==> config.mk <==
export PLATFORM = sky130hd
export DESIGN_NAME = sysclk_timer
export DESIGN_NICKNAME = d
export VERILOG_FILES = /design/src/rtl/sysclk_timer_pkg.sv /design/src/rtl/sysclk_prescaler.sv /design/src/rtl/sysclk_timer.sv
export SDC_FILE = /design/constraint.sdc
export NUM_CORES = 1
export LEC_CHECK = 0
export BUFFER_PORTS_ARGS = -buffer_cell sky130_fd_sc_hd__buf_4
export CAP_MARGIN = 0
export CORE_UTILIZATION = 40
export CTS_CLUSTER_SIZE = 30
export DETAILED_ROUTE_END_ITERATION = 8
export SYNTH_ARGS = -nofsm -noshare
export SYNTH_HDL_FRONTEND = slang
export SYNTH_SLANG_ARGS = --single-unit
==> constraint.sdc <==
create_clock -name sysclk -period 2.14 [get_ports sysclk]
set_input_delay 0.214 -clock sysclk [delete_from_list [all_inputs] [get_ports sysclk]]
set_output_delay 0.214 -clock sysclk [all_outputs]
set_load 0.02 [all_outputs]
==> src/rtl/sysclk_timer_pkg.sv <==
// Shared constants and types for the sysclk_timer peripheral.
// Optional capture feature: define SYSCLK_TIMER_CAPTURE_EN (widens addr to 3 bits).
package sysclk_timer_pkg;

`ifdef SYSCLK_TIMER_CAPTURE_EN
   localparam int ADDR_W = 3;
`else
   localparam int ADDR_W = 2;
`endif

   localparam int ADDR_RELOAD   = 0;
   localparam int ADDR_COUNT    = 1;
   localparam int ADDR_CTRL     = 2;
   localparam int ADDR_PRESCALE = 3;
   localparam int ADDR_CAPTURE  = 4;

   localparam int CTRL_EN      = 0;
   localparam int CTRL_IE      = 1;
   localparam int CTRL_ONESHOT = 2;
   localparam int CTRL_STATUS  = 3;
   localparam int CTRL_CAPF    = 4;

   typedef enum logic {
      IDLE = 1'b0,
      RUN  = 1'b1
   } state_e;

endpackage

==> src/rtl/sysclk_prescaler.sv <==
// Prescale counter: emits a one-cycle tick every PRESCALE+1 running, non-halted cycles.
module sysclk_prescaler #(
   parameter int PRESCALE_W = 8
) (
   input  logic                  clk_i,
   input  logic                  rst_i,
   input  logic                  run_i,
   input  logic                  halt_i,
   input  logic                  clr_i,
   input  logic [PRESCALE_W-1:0] prescale_i,
   output logic                  tick_o
);

   logic [PRESCALE_W-1:0] pcnt_q, pcnt_d;

   assign tick_o = run_i && !halt_i && (pcnt_q == prescale_i);

   always_comb begin
      pcnt_d = pcnt_q;
      if (clr_i || !run_i) begin
         pcnt_d = '0;
      end else if (tick_o) begin
         pcnt_d = '0;
      end else if (!halt_i) begin
         pcnt_d = pcnt_q + PRESCALE_W'(1);
      end
   end

   always_ff @(posedge clk_i) begin
      if (rst_i) pcnt_q <= '0;
      else       pcnt_q <= pcnt_d;
   end

endmodule

==> src/rtl/sysclk_timer.sv <==
// Programmable up-counter timer with reload, prescaler, one-shot mode and maskable irq.
// Optional capture input and CAPTURE register when SYSCLK_TIMER_CAPTURE_EN is defined.
module sysclk_timer
   import sysclk_timer_pkg::*;
#(
   parameter int WIDTH      = 32,
   parameter int PRESCALE_W = 8
) (
   input  logic              sysclk,
   input  logic              reset,
   input  logic              halt,
   input  logic              wr_en,
   input  logic [ADDR_W-1:0] addr,
   input  logic [WIDTH-1:0]  wr_data,
   output logic [WIDTH-1:0]  rd_data,
   output logic [WIDTH-1:0]  count,
`ifdef SYSCLK_TIMER_CAPTURE_EN
   input  logic              cap_in,
`endif
   output logic              irq
);

   state_e                state_q, state_d;
   logic                  run;
   logic [WIDTH-1:0]      reload_q, reload_d;
   logic [WIDTH-1:0]      count_q, count_d;
   logic                  ie_q, ie_d, oneshot_q, oneshot_d, status_q, status_d;
   logic [PRESCALE_W-1:0] prescale_q, prescale_d;
   logic                  wr_reload, wr_count, wr_ctrl, wr_prescale;
   logic                  tick, ovf;

   assign wr_reload   = wr_en && (addr == ADDR_W'(ADDR_RELOAD));
   assign wr_count    = wr_en && (addr == ADDR_W'(ADDR_COUNT));
   assign wr_ctrl     = wr_en && (addr == ADDR_W'(ADDR_CTRL));
   assign wr_prescale = wr_en && (addr == ADDR_W'(ADDR_PRESCALE));

   sysclk_prescaler #(.PRESCALE_W(PRESCALE_W)) u_prescaler (
      .clk_i      (sysclk),
      .rst_i      (reset),
      .run_i      (run),
      .halt_i     (halt),
      .clr_i      (wr_prescale),
      .prescale_i (prescale_q),
      .tick_o     (tick)
   );

   // A COUNT write in the tick cycle swallows the tick, including any overflow.
   assign ovf = tick && !wr_count && (count_q == '1);

   always_ff @(posedge sysclk) begin
      if (reset) state_q <= IDLE;
      else       state_q <= state_d;
   end

   always_comb begin
      state_d = state_q;
      if (wr_ctrl)                state_d = wr_data[CTRL_EN] ? RUN : IDLE;
      else if (ovf && oneshot_q)  state_d = IDLE;
   end

   always_comb begin
      run = (state_q == RUN);
   end

   always_comb begin
      reload_d   = wr_reload ? wr_data : reload_q;
      prescale_d = wr_prescale ? wr_data[PRESCALE_W-1:0] : prescale_q;
      ie_d       = wr_ctrl ? wr_data[CTRL_IE] : ie_q;
      oneshot_d  = wr_ctrl ? wr_data[CTRL_ONESHOT] : oneshot_q;
      status_d   = status_q;
      if (ovf)                                status_d = 1'b1;
      else if (wr_ctrl && wr_data[CTRL_STATUS]) status_d = 1'b0;
      count_d = count_q;
      if (wr_count)  count_d = wr_data;
      else if (ovf)  count_d = reload_q;
      else if (tick) count_d = count_q + WIDTH'(1);
   end

   always_ff @(posedge sysclk) begin
      if (reset) begin
         reload_q   <= '0;
         count_q    <= '0;
         ie_q       <= 1'b0;
         oneshot_q  <= 1'b0;
         status_q   <= 1'b0;
         prescale_q <= '0;
      end else begin
         reload_q   <= reload_d;
         count_q    <= count_d;
         ie_q       <= ie_d;
         oneshot_q  <= oneshot_d;
         status_q   <= status_d;
         prescale_q <= prescale_d;
      end
   end

`ifdef SYSCLK_TIMER_CAPTURE_EN
   logic             cap_s1_q, cap_s2_q, cap_s3_q, cap_rise;
   logic [WIDTH-1:0] capture_q, capture_d;
   logic             capf_q, capf_d;

   assign cap_rise = cap_s2_q && !cap_s3_q;

   always_comb begin
      capture_d = cap_rise ? count_q : capture_q;
      capf_d    = capf_q;
      if (cap_rise)                         capf_d = 1'b1;
      else if (wr_ctrl && wr_data[CTRL_CAPF]) capf_d = 1'b0;
   end

   always_ff @(posedge sysclk) begin
      if (reset) begin
         cap_s1_q  <= 1'b0;
         cap_s2_q  <= 1'b0;
         cap_s3_q  <= 1'b0;
         capture_q <= '0;
         capf_q    <= 1'b0;
      end else begin
         cap_s1_q  <= cap_in;
         cap_s2_q  <= cap_s1_q;
         cap_s3_q  <= cap_s2_q;
         capture_q <= capture_d;
         capf_q    <= capf_d;
      end
   end
`endif

   always_comb begin
      rd_data = '0;
      case (addr)
         ADDR_W'(ADDR_RELOAD):   rd_data = reload_q;
         ADDR_W'(ADDR_COUNT):    rd_data = count_q;
         ADDR_W'(ADDR_CTRL): begin
            rd_data[CTRL_EN]      = run;
            rd_data[CTRL_IE]      = ie_q;
            rd_data[CTRL_ONESHOT] = oneshot_q;
            rd_data[CTRL_STATUS]  = status_q;
`ifdef SYSCLK_TIMER_CAPTURE_EN
            rd_data[CTRL_CAPF]    = capf_q;
`endif
         end
         ADDR_W'(ADDR_PRESCALE): rd_data[PRESCALE_W-1:0] = prescale_q;
`ifdef SYSCLK_TIMER_CAPTURE_EN
         ADDR_W'(ADDR_CAPTURE):  rd_data = capture_q;
`endif
         default:                rd_data = '0;
      endcase
   end

   assign count = count_q;
   assign irq   = status_q & ie_q;

endmodule
Word-level counts from Yosys, hierarchy flattened
Cells that the tools add are included.

cells by class
  add/subtract/negate cells = 2
  equal/unequal tests = 5
  multiplexer cells = 11
  bitwise operators = 1
  reduce and logical (&&, ||, !) cells = 19

operators with widths
  operator                                              count
  two-way mux 32 bit                                    3
  case mux 24 bit (2 select lines)                      1
  adder 32 x 1 -> 32 bit (second input constant)        1
  equality test 32 bit (second input constant)          1
  case mux 4 bit (4 select lines)                       1
  case mux 4 bit (3 select lines)                       1
  logical AND 1 bit                                     10
  adder 8 x 1 -> 8 bit (second input constant)          1
  equality test 8 bit                                   1
  two-way mux 1 bit                                     5
  equality test 2 bit (second input constant)           2
  nonzero test 2 bit                                    2
  logical NOT 1 bit                                     3
  nonzero test 3 bit                                    1
  OR reduction 3 bit                                    1
  equality test 2 x 1 -> 1 bit (second input constant)  1
  logical NOT 2 bit                                     1
  bitwise AND 1 bit                                     1
  logical OR 1 bit                                      1

storage, ports and cells
  register bits = 84
  input port bits = 38
  logic and storage cells = 46

Depth between registers and ports, before layout
Gate-level depths: netlist (run 1).

  depth after elaboration = 8
  gate-level depth with buffers = 9

By module
Synthesis (run 1) repeated with hierarchy kept, for this count alone.

second synthesis, totals
  cell total of the unflattened synthesis = 626
  area, all modules = 4820.9 µm²

modules (own cells, without submodules)
  module            instances  cells an instance  area an instance (µm²)
  sysclk_timer      1          578                4376.7
  sysclk_prescaler  1          48                 444.2

Least setup slack after synthesis (run 1)
OpenSTA, ideal clock, no wires.

  path kind = register to register
  from = register count_q[0] (netlist: count[0])
  to = register count_q[12] (netlist: count[12])
  setup time = 0.101 ns
  arrival = 2.305 ns
  setup slack = -0.266 ns
  stages on the path, launching flop included = 9
  clock period less this slack = 2.406 ns
  cells stage by stage = dfxtp_1 -> ha_1 -> nand4_1 -> nor4_2 -> and3_1 -> clkbuf_1 -> buf_2 -> a21oi_1 -> o41ai_1

between the ends
  word-level cells in the longest chain between the ends = 4
  elaborated cells between the ends (all ways) = 7
  those cells by class = add/sub: 1; eq/ne: 1; mux: 3; reduce/logical: 2

RTL lines
  item                                                            line                                    text
  from (decl)                                                     sysclk_timer.sv:26                      logic [WIDTH-1:0] count_q, count_d;
  from (signal assigned)                                          sysclk_timer.sv:89                      count_q <= count_d;
  adder 32 x 1 -> 32 bit or equality test 32 bit (tied branches)  sysclk_timer.sv:76, sysclk_timer.sv:48
  two-way mux 32 bit or logical AND 1 bit (tied branches)         sysclk_timer.sv:76, sysclk_timer.sv:48
  two-way mux 32 bit                                              sysclk_timer.sv:75                      else if (ovf) count_d = reload_q;
  two-way mux 32 bit                                              sysclk_timer.sv:74                      if (wr_count) count_d = wr_data;

Several ways; a longest one is shown, not always the timed one. The select of a mux whose other input is x is not followed.
A chain may end at the register's enable or synchronous reset.

Worst setup path in the final report (run 1)
  from = register u_prescaler.pcnt_q[1]
  to = register count_q[13] (netlist: count[13])

between the ends
  word-level cells in the longest chain between the ends = 6
  elaborated cells between the ends (all ways) = 7
  those cells by class = eq/ne: 1; mux: 2; reduce/logical: 4

RTL lines
  item                            line                    text
  from (decl)                     sysclk_prescaler.sv:14  logic [PRESCALE_W-1:0] pcnt_q, pcnt_d;
  from (signal assigned)          sysclk_prescaler.sv:31  else pcnt_q <= pcnt_d;
  equality test 8 bit (*)         sysclk_prescaler.sv:16  assign tick_o = run_i && !halt_i && (pcnt_q == prescale_i);
  logical AND 1 bit (*)           sysclk_prescaler.sv:16
  logical AND 1 bit (2 in a row)  sysclk_timer.sv:48      assign ovf = tick && !wr_count && (count_q == '1);
  two-way mux 32 bit              sysclk_timer.sv:75
  two-way mux 32 bit              sysclk_timer.sv:74

Every way passes the cells marked *; elsewhere a longest branch is shown, timed or not.

==> results of run 1 <==
==> path summary, 6_finish.rpt <==
path                          from          end  slack (ns)  depth (start not counted)
min                    wr_data[12]    count[12]        0.11                          3
min reg2reg            reload_q[4]  reload_q[4]        0.47                          2
max          u_prescaler.pcnt_q[1]    count[13]        0.02                          6
max reg2reg  u_prescaler.pcnt_q[1]    count[13]        0.02                          6
==> per-stage QoR <==
step           power, W  hold slack [ns]  cells  TNS (ns)  util (%)
6_report       0.003703           0.1145    935         0     55.37
5_1_grt        0.003830           0.1207    935   -0.1282     55.37
4_1_cts        0.003711           0.1103    932         0     54.48
3_5_place_dp   0.002272           0.4631    916  -0.03908     52.13
3_3_place_gp   0.002261           0.4581    916         0     52.13
2_1_floorplan  0.002000           0.3469    648         0         -
==> final cells by class <==
cell class / instances / area (µm²) / share of cell area, %
Clock inverter: 2 / 10.01 / 0.1511
Tap cell: 147 / 183.9 / 2.777
Timing Repair Buffer: 175 / 1373 / 20.73
Inverter: 8 / 30.03 / 0.4534
Multi-Input combinational cell: 505 / 3078 / 46.48
Sequential cell: 84 / 1694 / 25.58
Clock buffer: 14 / 254.0 / 3.835
==> state kept, by name, summed over array words and instances, names as in the netlist <==
signal and count:
u_prescaler.pcnt_q 8, prescale_q 8, ie_q 1, oneshot_q 1
status_q 1, count 32, run 1, reload_q 32
==> per-layer routing <==
metal | global-route usage, % | up-vias
met2 | 42.59 | 177
li1 | - | 2540
met3 | 4.104 | 21
met4 | 10.40 | 0
met1 | 33.48 | 2437
met5 | 0 | -
==> cell usage in the layout (no fill, tap or decap), types with 3 or more instances in the layout <==
| master | n |
|---|---|
| mux2i_1 | 30 |
| nor4_2 | 4 |
| o211ai_1 | 9 |
| a41o_1 | 3 |
| buf_4 | 170 |
| and2_1 | 3 |
| dfxtp_2 | 10 |
| nand2_1 | 127 |
| mux4_2 | 4 |
| dfxtp_1 | 74 |
| nor2_1 | 71 |
| a31oi_1 | 12 |
| xor2_1 | 15 |
| and3_1 | 9 |
| clkbuf_1 | 4 |
| a211o_1 | 7 |
| o21ai_0 | 8 |
| a21o_1 | 6 |
| nor3_2 | 4 |
| clkbuf_16 | 10 |
| buf_12 | 3 |
| inv_1 | 8 |
| nor4_4 | 3 |
| nand4_1 | 9 |
| nor3_1 | 9 |
| xnor2_1 | 20 |
| a211oi_1 | 8 |
| nand3_1 | 26 |
| or3_1 | 3 |
| a211oi_2 | 4 |
| a21oi_1 | 70 |
==> power groups by stage <==
stage | registers, W | clock network, W | logic, W
floorplan | 0.00174 | 0 | 0.000264
CTS | 0.00166 | 0.00147 | 0.000578
global placement | 0.00170 | 0 | 0.000565
detailed placement | 0.00170 | 0 | 0.000574
finish | 0.00166 | 0.00145 | 0.000589
global route | 0.00167 | 0.00153 | 0.000634
==> timing repair <==
item	CTS	global route
gates resized for setup	4	16
endpoints found under the setup margin	6	23
buffers inserted	0	2
cloned	0	1
endpoints found under the hold margin	0	0
pin swaps	0	4
==> logic make-up after synthesis <==
| logic type | Yosys count |
|---|---|
| adders and majority gates | 2 |
| AOI/OAI and AO/OA | 141 |
| and+or+nand+nor | 291 |
| xor gates and xnor gates | 35 |
| muxes | 36 |
| buffers and inverters | 59 |
| DFF | 84 |
==> worst reg2reg max path: stages, from the launching register on <==
cell,delay (ns)
dfxtp_2,0.32
xor2_1,0.16
or4_4,0.54
or3_4,0.41
buf_12,0.16
a211o_1,0.25
a211oi_2,0.21
==> impl_metrics.toml, run 1 <==
[route]
via_per_inst = 5.535
wl_met3_um = 840
wl_met1_um = 7503
met2_wirelength_um = 7658
drc = 0
wl_um = 16330
vias = 5175
first_pass_iters = 5
highest_layer = "met4"
drt-initial-drc-count = 365
wl_per_cell_um = 17.46
final_antenna_net_count = 0

[clock_network]
clkSlewWorstSetupHoldPaths_ns = 0.06
cts_max_level = 3
holdBufCountCts = 0
cts_tree = "yes"
clockBufferDepth = 2
cts_buffers = 9
cts_sinks = 84
clock_latency_ns = 0.35
cts-root-buf = "clkbuf_16"

[grt]
grt_first_pass_wirelength_um = 25340
track_usage_pct = 25.75
overflow = 0
antenna_found_initial = 0
grt_pass1_vias = 4797
grt_max_degree = 35

[power]
clock_power_share_pct = 39.1
comb_power_share_pct = 15.9
pwr-share-seq_pct = 44.9
switching_share_pct = 27.30
p_leak_nw = 2.721
powerDensity_nw_per_um2 = 559.2
ir_worst_vdd_v = 0.0003910
power.internal_w = 0.002692
switching_power_w = 0.001011

[yosys]
synth_common_cells = "nand2_1 (128), dfxtp_1 (84), nor2_1 (72), a21oi_1 (71), clkbuf_1 (41)"
synth-edff-count = 0
synthXorXnorAreaFrac_pct = 6.268
synth_cell_type_count = 55
synth_top_family_by_area = "simple AND/OR/NAND/NOR gates"
synth_seq_cells = 84
synth_compound_area_share_pct = 17.96
synth_simple_gate_area_share_pct = 27.63
synth_top_area_cell = "dfxtp_1"
dominantRegCellSynth = "dfxtp_1"
synth_fa_ha_area_share_pct = 0.5116
yosys.area.top_type_share_pct = 34.38
synth-async-reset-ratio_pct = 0
ys_warn_count = 0
netlist_area_um2 = 4891
avgSynthCellArea_um2 = 7.548
seq_area_frac_synth_pct = 34.38
syn_inst = 648
synth.area.mux_share_pct = 8.442
yosys-top-cells-area = "dfxtp_1 (34%), nand2_1 (9.8%), a21oi_1 (7.3%), mux2i_1 (6.1%), nor2_1 (5.5%)"
synth.most_common_cell = "nand2_1"
syn_nets = 688

[timing]
finalClockSkew_ns = 0.005919
hold_viol_final = 0
finalMaxSlewViolations = 0
min_period_ns = 2.123
rsz0062_at_grt = "true"
worst_pin_slew_ns = 0.8572
slew_headroom_pct = 42.86
worst_slack_ns = 0.01680
setup_viol_count_final = 0
fmax_mhz = 471.0
period_share_pct = 99.22

[floorplanning]
std_cell_rows = 40
dieArea_um2 = 12670
die_height_um = 112.6
pin_count = 103
die_w_um = 112.6
core_um2 = 11960
initial_core_util_pct = 40.89

[layout]
fin_area_um2 = 6623
drive_above_1_share_pct = 29.19
diodes = 0
layout.nets = 823
area_growth_pct = 35.41
fillers = 1159

[place]
pre_cts_slack_ns = -0.01264
place_hpwl_um = 11540
dpl_cell_area_um2 = 6236
gp_congestion = 0.8555
portBuffers = 102

[worst_setup_path]
slowest_delay_ns = 0.54
critPathRequiredTime_ns = 2.41
crit_buf_inv = 1
worstSetupEndpointType = "flip-flop"
crit_slowest_cell = "or4_4"
worstSetupPathType = "flip-flop to flip-flop"
worst_setup_path_start_kind = "flip-flop"
cp_max_fo = 10
crit_chain = "xor2_1 -> or4_4 -> or3_4 -> buf_12 -> a211o_1 -> a211oi_2"
arrival_ns = 2.40
crit_family = "simple AND/OR/NAND/NOR gates"

[worst_hold_path]
hold_class = "input port to flip-flop"

[outcome]
status = "complete, no violations"

[job]
cap_violations = 0
(Power assumes the default switching activity.)
==> run 2: changes to the inputs <==
- RECOVER_POWER: not set -> 25
==> impl_metrics.toml, run 2 (synthesis results as in run 1) <==
[outcome]
status = "complete, no violations"

[worst_setup_path]
worst_setup_path_start_kind = "flip-flop"
critPathRequiredTime_ns = 2.41
reg2reg_slack_ns = 0.009
cp_max_fo = 10
arrival_ns = 2.40
slowest_delay_ns = 0.53
worstSetupPathType = "flip-flop to flip-flop"
worstSetupEndpointType = "flip-flop"
crit_slowest_cell = "or4_4"
crit_chain = "xor2_1 -> or4_4 -> or3_4 -> buf_12 -> a211o_1 -> a211oi_2"

[timing]
hold_viol_final = 0
min_period_ns = 2.131
slew_headroom_pct = 43.41
setup_viol_count_final = 0
fmax_mhz = 469.2
rsz0062_at_grt = "true"
finalMaxSlewViolations = 0
finalClockSkew_ns = 0.006845
worst_slack_ns = 0.008724
worst_pin_slew_ns = 0.8489
period_share_pct = 99.59

[route]
drt-initial-drc-count = 385
wl_per_cell_um = 17.36
final_antenna_net_count = 0
drc = 0
via_per_inst = 5.565
vias = 5203
first_pass_iters = 6
wl_um = 16230

[clock_network]
holdBufCountCts = 0
cts_sinks = 84
cts_max_level = 3
clockBufferDepth = 2
cts_tree = "yes"
cts_buffers = 9
clkSlewWorstSetupHoldPaths_ns = 0.06
cts-root-buf = "clkbuf_16"
clock_latency_ns = 0.35

[power]
clock_power_share_pct = 39.3
pwr-share-seq_pct = 45.1
finalPower_w = 0.003687
power.internal_w = 0.002679
p_leak_nw = 2.642
switching_share_pct = 27.34
powerDensity_nw_per_um2 = 562.9
ir_worst_vdd_v = 0.0003888
comb_power_share_pct = 15.6
switching_power_w = 0.001008

[layout]
area_growth_pct = 33.92
diodes = 0
layout_commonest_cell = "buf_4"
final_cell_mix = "buf_4 (151), nand2_1 (127), dfxtp_1 (75), nor2_1 (71), a21oi_1 (70)"
drive_above_1_share_pct = 26.65
layout.nets = 823
layout.cells.non_filler = 935

[floorplanning]
dieArea_um2 = 12670
die_w_um = 112.6
core_um2 = 11960
initial_core_util_pct = 40.89
pin_count = 103
std_cell_rows = 40
die_height_um = 112.6

[grt]
grt_first_pass_wirelength_um = 25340
antenna_found_initial = 0
overflow = 0
track_usage_pct = 25.75
grt_max_degree = 35
grt_pass1_vias = 4797

[place]
pre_cts_slack_ns = -0.01264
place_hpwl_um = 11540
portBuffers = 102
dp.cells = 916
gp_congestion = 0.8555

[job]
cap_violations = 0

[worst_hold_path]
hold_class = "input port to flip-flop"
-- run 2: cell types whose count changed in the layout (fill, tap and decap cells not counted), sizes merged --
cell and change:
clkbuf +19, buf -19
-- run 2: cell type report --
cell class,instances,area (µm²)
Fill cell,1178,5411
Clock inverter,2,10.01
Multi-Input combinational cell,505,3078
Sequential cell,84,1693
Tap cell,147,183.9
Timing Repair Buffer,175,1301
Clock buffer,14,254.0
Inverter,8,30.03
-- run 2: routing by layer --
metal | wire length (µm) | global-route usage [%]
met1 | 7238 | 33.48
met2 | 7698 | 42.59
met3 | 975 | 4.104
met4 | 315 | 10.40
met5 | 0 | 0
-- run 2: through the flow --
stage                     utilization, %  hold WS [ns]   TNS, ns  instance area, µm²
after floorplan                        -        0.3469         0                4917
after global placement             52.13        0.4581         0                6236
after detailed placement           52.13        0.4631  -0.03908                6236
after CTS                          54.48        0.1103         0                6516
after global routing               54.76        0.1207   -0.2093                6550
final                              54.76        0.1134         0                6550
-- run 2: final timing paths --
check                        start          end  depth (start not counted)
max reg2reg  u_prescaler.pcnt_q[1]    count[13]                          6
max          u_prescaler.pcnt_q[1]    count[13]                          6
min reg2reg            reload_q[4]  reload_q[4]                          2
min                    wr_data[12]    count[12]                          3
-- run 2: critical path: cells and delay by family, from the launching register on --
family	cells	cell delay, ns
AO/OA/AOI/OAI	2	0.46
XOR/XNOR	1	0.16
buffers and inverters	1	0.16
flip-flops	1	0.32
AND/OR/NAND/NOR	2	0.94
-- run 2: power by group through the flow --
stage / Combinational, W / Sequential (W) / Clock [W]
after detailed placement: 0.000574 / 0.00170 / 0
after floorplan: 0.000264 / 0.00174 / 0
final: 0.000575 / 0.00166 / 0.00145
after global placement: 0.000565 / 0.00170 / 0
after CTS: 0.000578 / 0.00166 / 0.00147
after global routing: 0.000622 / 0.00167 / 0.00153
-- run 2: what timing repair did --
action,CTS,global route
setup endpoints to repair,6,23
setup buffers,0,2
pin swaps,0,4
gates cloned,0,1
gates resized for setup,4,16
==> run 3: changes to the inputs <==
- CORE_UTILIZATION: 40 -> 27
- SYNTH_HIERARCHICAL: not set -> 1
==> impl_metrics.toml, run 3 <==
[layout]
area_growth_pct = 35.97
fillers = 1779
layout_commonest_cell = "buf_4"
layout.nets = 791
regArea_um2 = 1682
diodes = 0
drive_above_1_share_pct = 26.59
final_cell_mix = "buf_4 (150), nand2_1 (95), a21oi_1 (85), dfxtp_1 (84), nor2_1 (64)"
layout.cells.non_filler = 981
multi_input_area_um2 = 2977

[floorplanning]
die_w_um = 135.6
die_height_um = 135.6
std_cell_rows = 48
pin_count = 103
initial_core_util_pct = 27.78
dieArea_um2 = 18390
core_um2 = 17360

[route]
vias = 4936
wl_met1_um = 7641
drt-initial-drc-count = 366
drc = 0
met2_wirelength_um = 7390
via_per_inst = 5.032
final_antenna_net_count = 0
wl_um = 16340
wl_per_cell_um = 16.66
highest_layer = "met4"
first_pass_iters = 5
wl_met3_um = 1112

[yosys]
synth-edff-count = 0
yosys-top-cells-area = "dfxtp_1 (35%), a21oi_1 (8.9%), mux2i_1 (7.5%), nand2_1 (7.5%), nor2_1 (5.1%)"
yosys.area.top_type_share_pct = 34.88
synth_seq_cells = 84
syn_inst = 626
synth-async-reset-ratio_pct = 0
synth.most_common_cell = "nand2_1"
ys_warn_count = 6
netlist_area_um2 = 4821
dominantRegCellSynth = "dfxtp_1"
syn_nets = 666
seq_area_frac_synth_pct = 34.88
avgSynthCellArea_um2 = 7.701
synth_common_cells = "nand2_1 (96), a21oi_1 (86), dfxtp_1 (84), nor2_1 (66), clkbuf_1 (38)"
synth_cell_type_count = 50
synth_top_area_cell = "dfxtp_1"

[worst_setup_path]
cp_max_fo = 14
reg2reg_from = "prescale_q[1]"
crit_slowest_cell = "or3_4"
rr_worst_depth = 8
crit_chain = "xnor2_2 -> nand3_2 -> nor3_2 -> buf_4 -> inv_1 -> or3_4 -> buf_6 -> o32ai_2"
critPathRequiredTime_ns = 2.40
worstSetupEndpointType = "flip-flop"
crit_family = "simple AND/OR/NAND/NOR gates"
worstSetupPathType = "flip-flop to flip-flop"
worst_setup_path_start_kind = "flip-flop"
crit_buf_inv = 3
arrival_ns = 2.32
reg2reg_slack_ns = 0.08
r2r_end = "count[11]"
slowest_delay_ns = 0.41

[power]
powerDensity_nw_per_um2 = 623.5
finalPower_w = 0.004087
switching_share_pct = 24.16
clock_power_share_pct = 47.0
p_leak_nw = 2.715
ir_worst_vdd_v = 0.0004392
switching_power_w = 0.0009873
comb_power_share_pct = 12.6
pwr-share-seq_pct = 40.4
power.internal_w = 0.003100

[clock_network]
clockBufferDepth = 2
cts_buffers = 9
cts-root-buf = "clkbuf_16"
clkSlewWorstSetupHoldPaths_ns = 0.07
clock_latency_ns = 0.35
cts_sinks = 84
cts_max_level = 3
cts_tree = "yes"
holdBufCountCts = 0

[grt]
antenna_found_initial = 0
grt_first_pass_wirelength_um = 25870
overflow = 0
track_usage_pct = 17.98
grt_pass1_vias = 4797
grt_max_degree = 43

[timing]
hold_viol_final = 0
slew_headroom_pct = 49.68
period_share_pct = 96.48
finalMaxSlewViolations = 0
worst_pin_slew_ns = 0.7548
finalClockSkew_ns = 0.01032
fmax_mhz = 484.3
worst_slack_ns = 0.07532
min_period_ns = 2.065
setup_viol_count_final = 0

[worst_hold_path]
hold_depth = 3
whs_endpoint = "reload_q[29]"
min_from = "wr_data[29]"
hold_class = "input port to flip-flop"

[place]
portBuffers = 102
dp.cells = 965
pre_cts_slack_ns = -0.02225
gp_congestion = 0.8580
place_hpwl_um = 11700

[outcome]
status = "complete, no violations"

[job]
cap_violations = 0
==> run 3: changes by cell type in the layout (fill, tap and decap cells not counted), sizes merged, moves of 10 or more <==
cell    change
and3       +19
nand3      -10
clkbuf     -10
nand2      -32
o22ai      +21
a31oi      -11
a21oi      +15
a211oi     -11
==> run 3: worst min-delay path: cells and delay by family <==
family | cells | cell delay, ns
buffers and inverters | 1 | 0.11
AO/OA/AOI/OAI | 1 | 0.05
AND/OR/NAND/NOR | 1 | 0.05
==> run 3: cell type report <==
cell class                      instances  area share (%)
Clock buffer                           13           4.276
Clock inverter                          3           1.374
Inverter                                9          0.5154
Multi-Input combinational cell        483           45.41
Sequential cell                        84           25.65
Tap cell                              225           4.295
Timing Repair Buffer                  164           18.48
==> run 3: worst max path at each step <==
stage | start | to | slack, ns | cells after the start
5_1_grt | prescale_q[2] | count[11] | -0.04 | 8
2_1_floorplan | u_prescaler/pcnt_q[2] | count[11] | 0.03 | 9
3_5_place_dp | prescale_q[1] | count[3] | -0.02 | 8
4_1_cts | prescale_q[2] | count[3] | 0.003 | 8
6_report | prescale_q[1] | count[11] | 0.08 | 8
3_3_place_gp | prescale_q[1] | count[11] | 0.02 | 8
==> run 3: kinds of logic after synthesis <==
group	share of synthesized area [%]
AO/OA/AOI/OAI	16.30
AND/OR/NAND/NOR	26.42
XOR/XNOR	7.267
multiplexers	9.344
adder cells (fa/ha/maj)	0.5190
buffers and inverters	5.269
flip-flops	34.88
==> run 3: power groups by stage <==
stage / sequential (W) / combinational, W / clock [W]
6_report: 0.00165 / 0.000516 / 0.00192
5_1_grt: 0.00166 / 0.000561 / 0.00200
4_1_cts: 0.00165 / 0.000521 / 0.00194
3_5_place_dp: 0.00168 / 0.000516 / 0
3_3_place_gp: 0.00168 / 0.000513 / 0
2_1_floorplan: 0.00171 / 0.000245 / 0
==> run 3: what timing repair did <==
item | in CTS | in global routing
setup endpoints to repair | 9 | 20
resized for setup | 3 | 14
buffers inserted | 0 | 0
pin swaps | 0 | 2
==> run 3: metrics by stage <==
step | area [µm²] | hold WS, ns | util, % | setup TNS, ns
finish | 6555 | 0.1171 | 37.77 | 0
floorplan | 4822 | 0.3500 | - | 0
global route | 6555 | 0.1214 | 37.77 | -0.04612
CTS | 6534 | 0.1096 | 37.64 | 0
detailed placement | 6146 | 0.4634 | 35.41 | -0.05630
global placement | 6146 | 0.4624 | 35.41 | 0
==> run 3: layer usage <==
metal / global-route usage [%] / vias up
met3: 3.404 / 15
met4: 5.618 / 0
li1: - / 2442
met2: 27.35 / 179
met5: 0 / -
met1: 25.37 / 2300
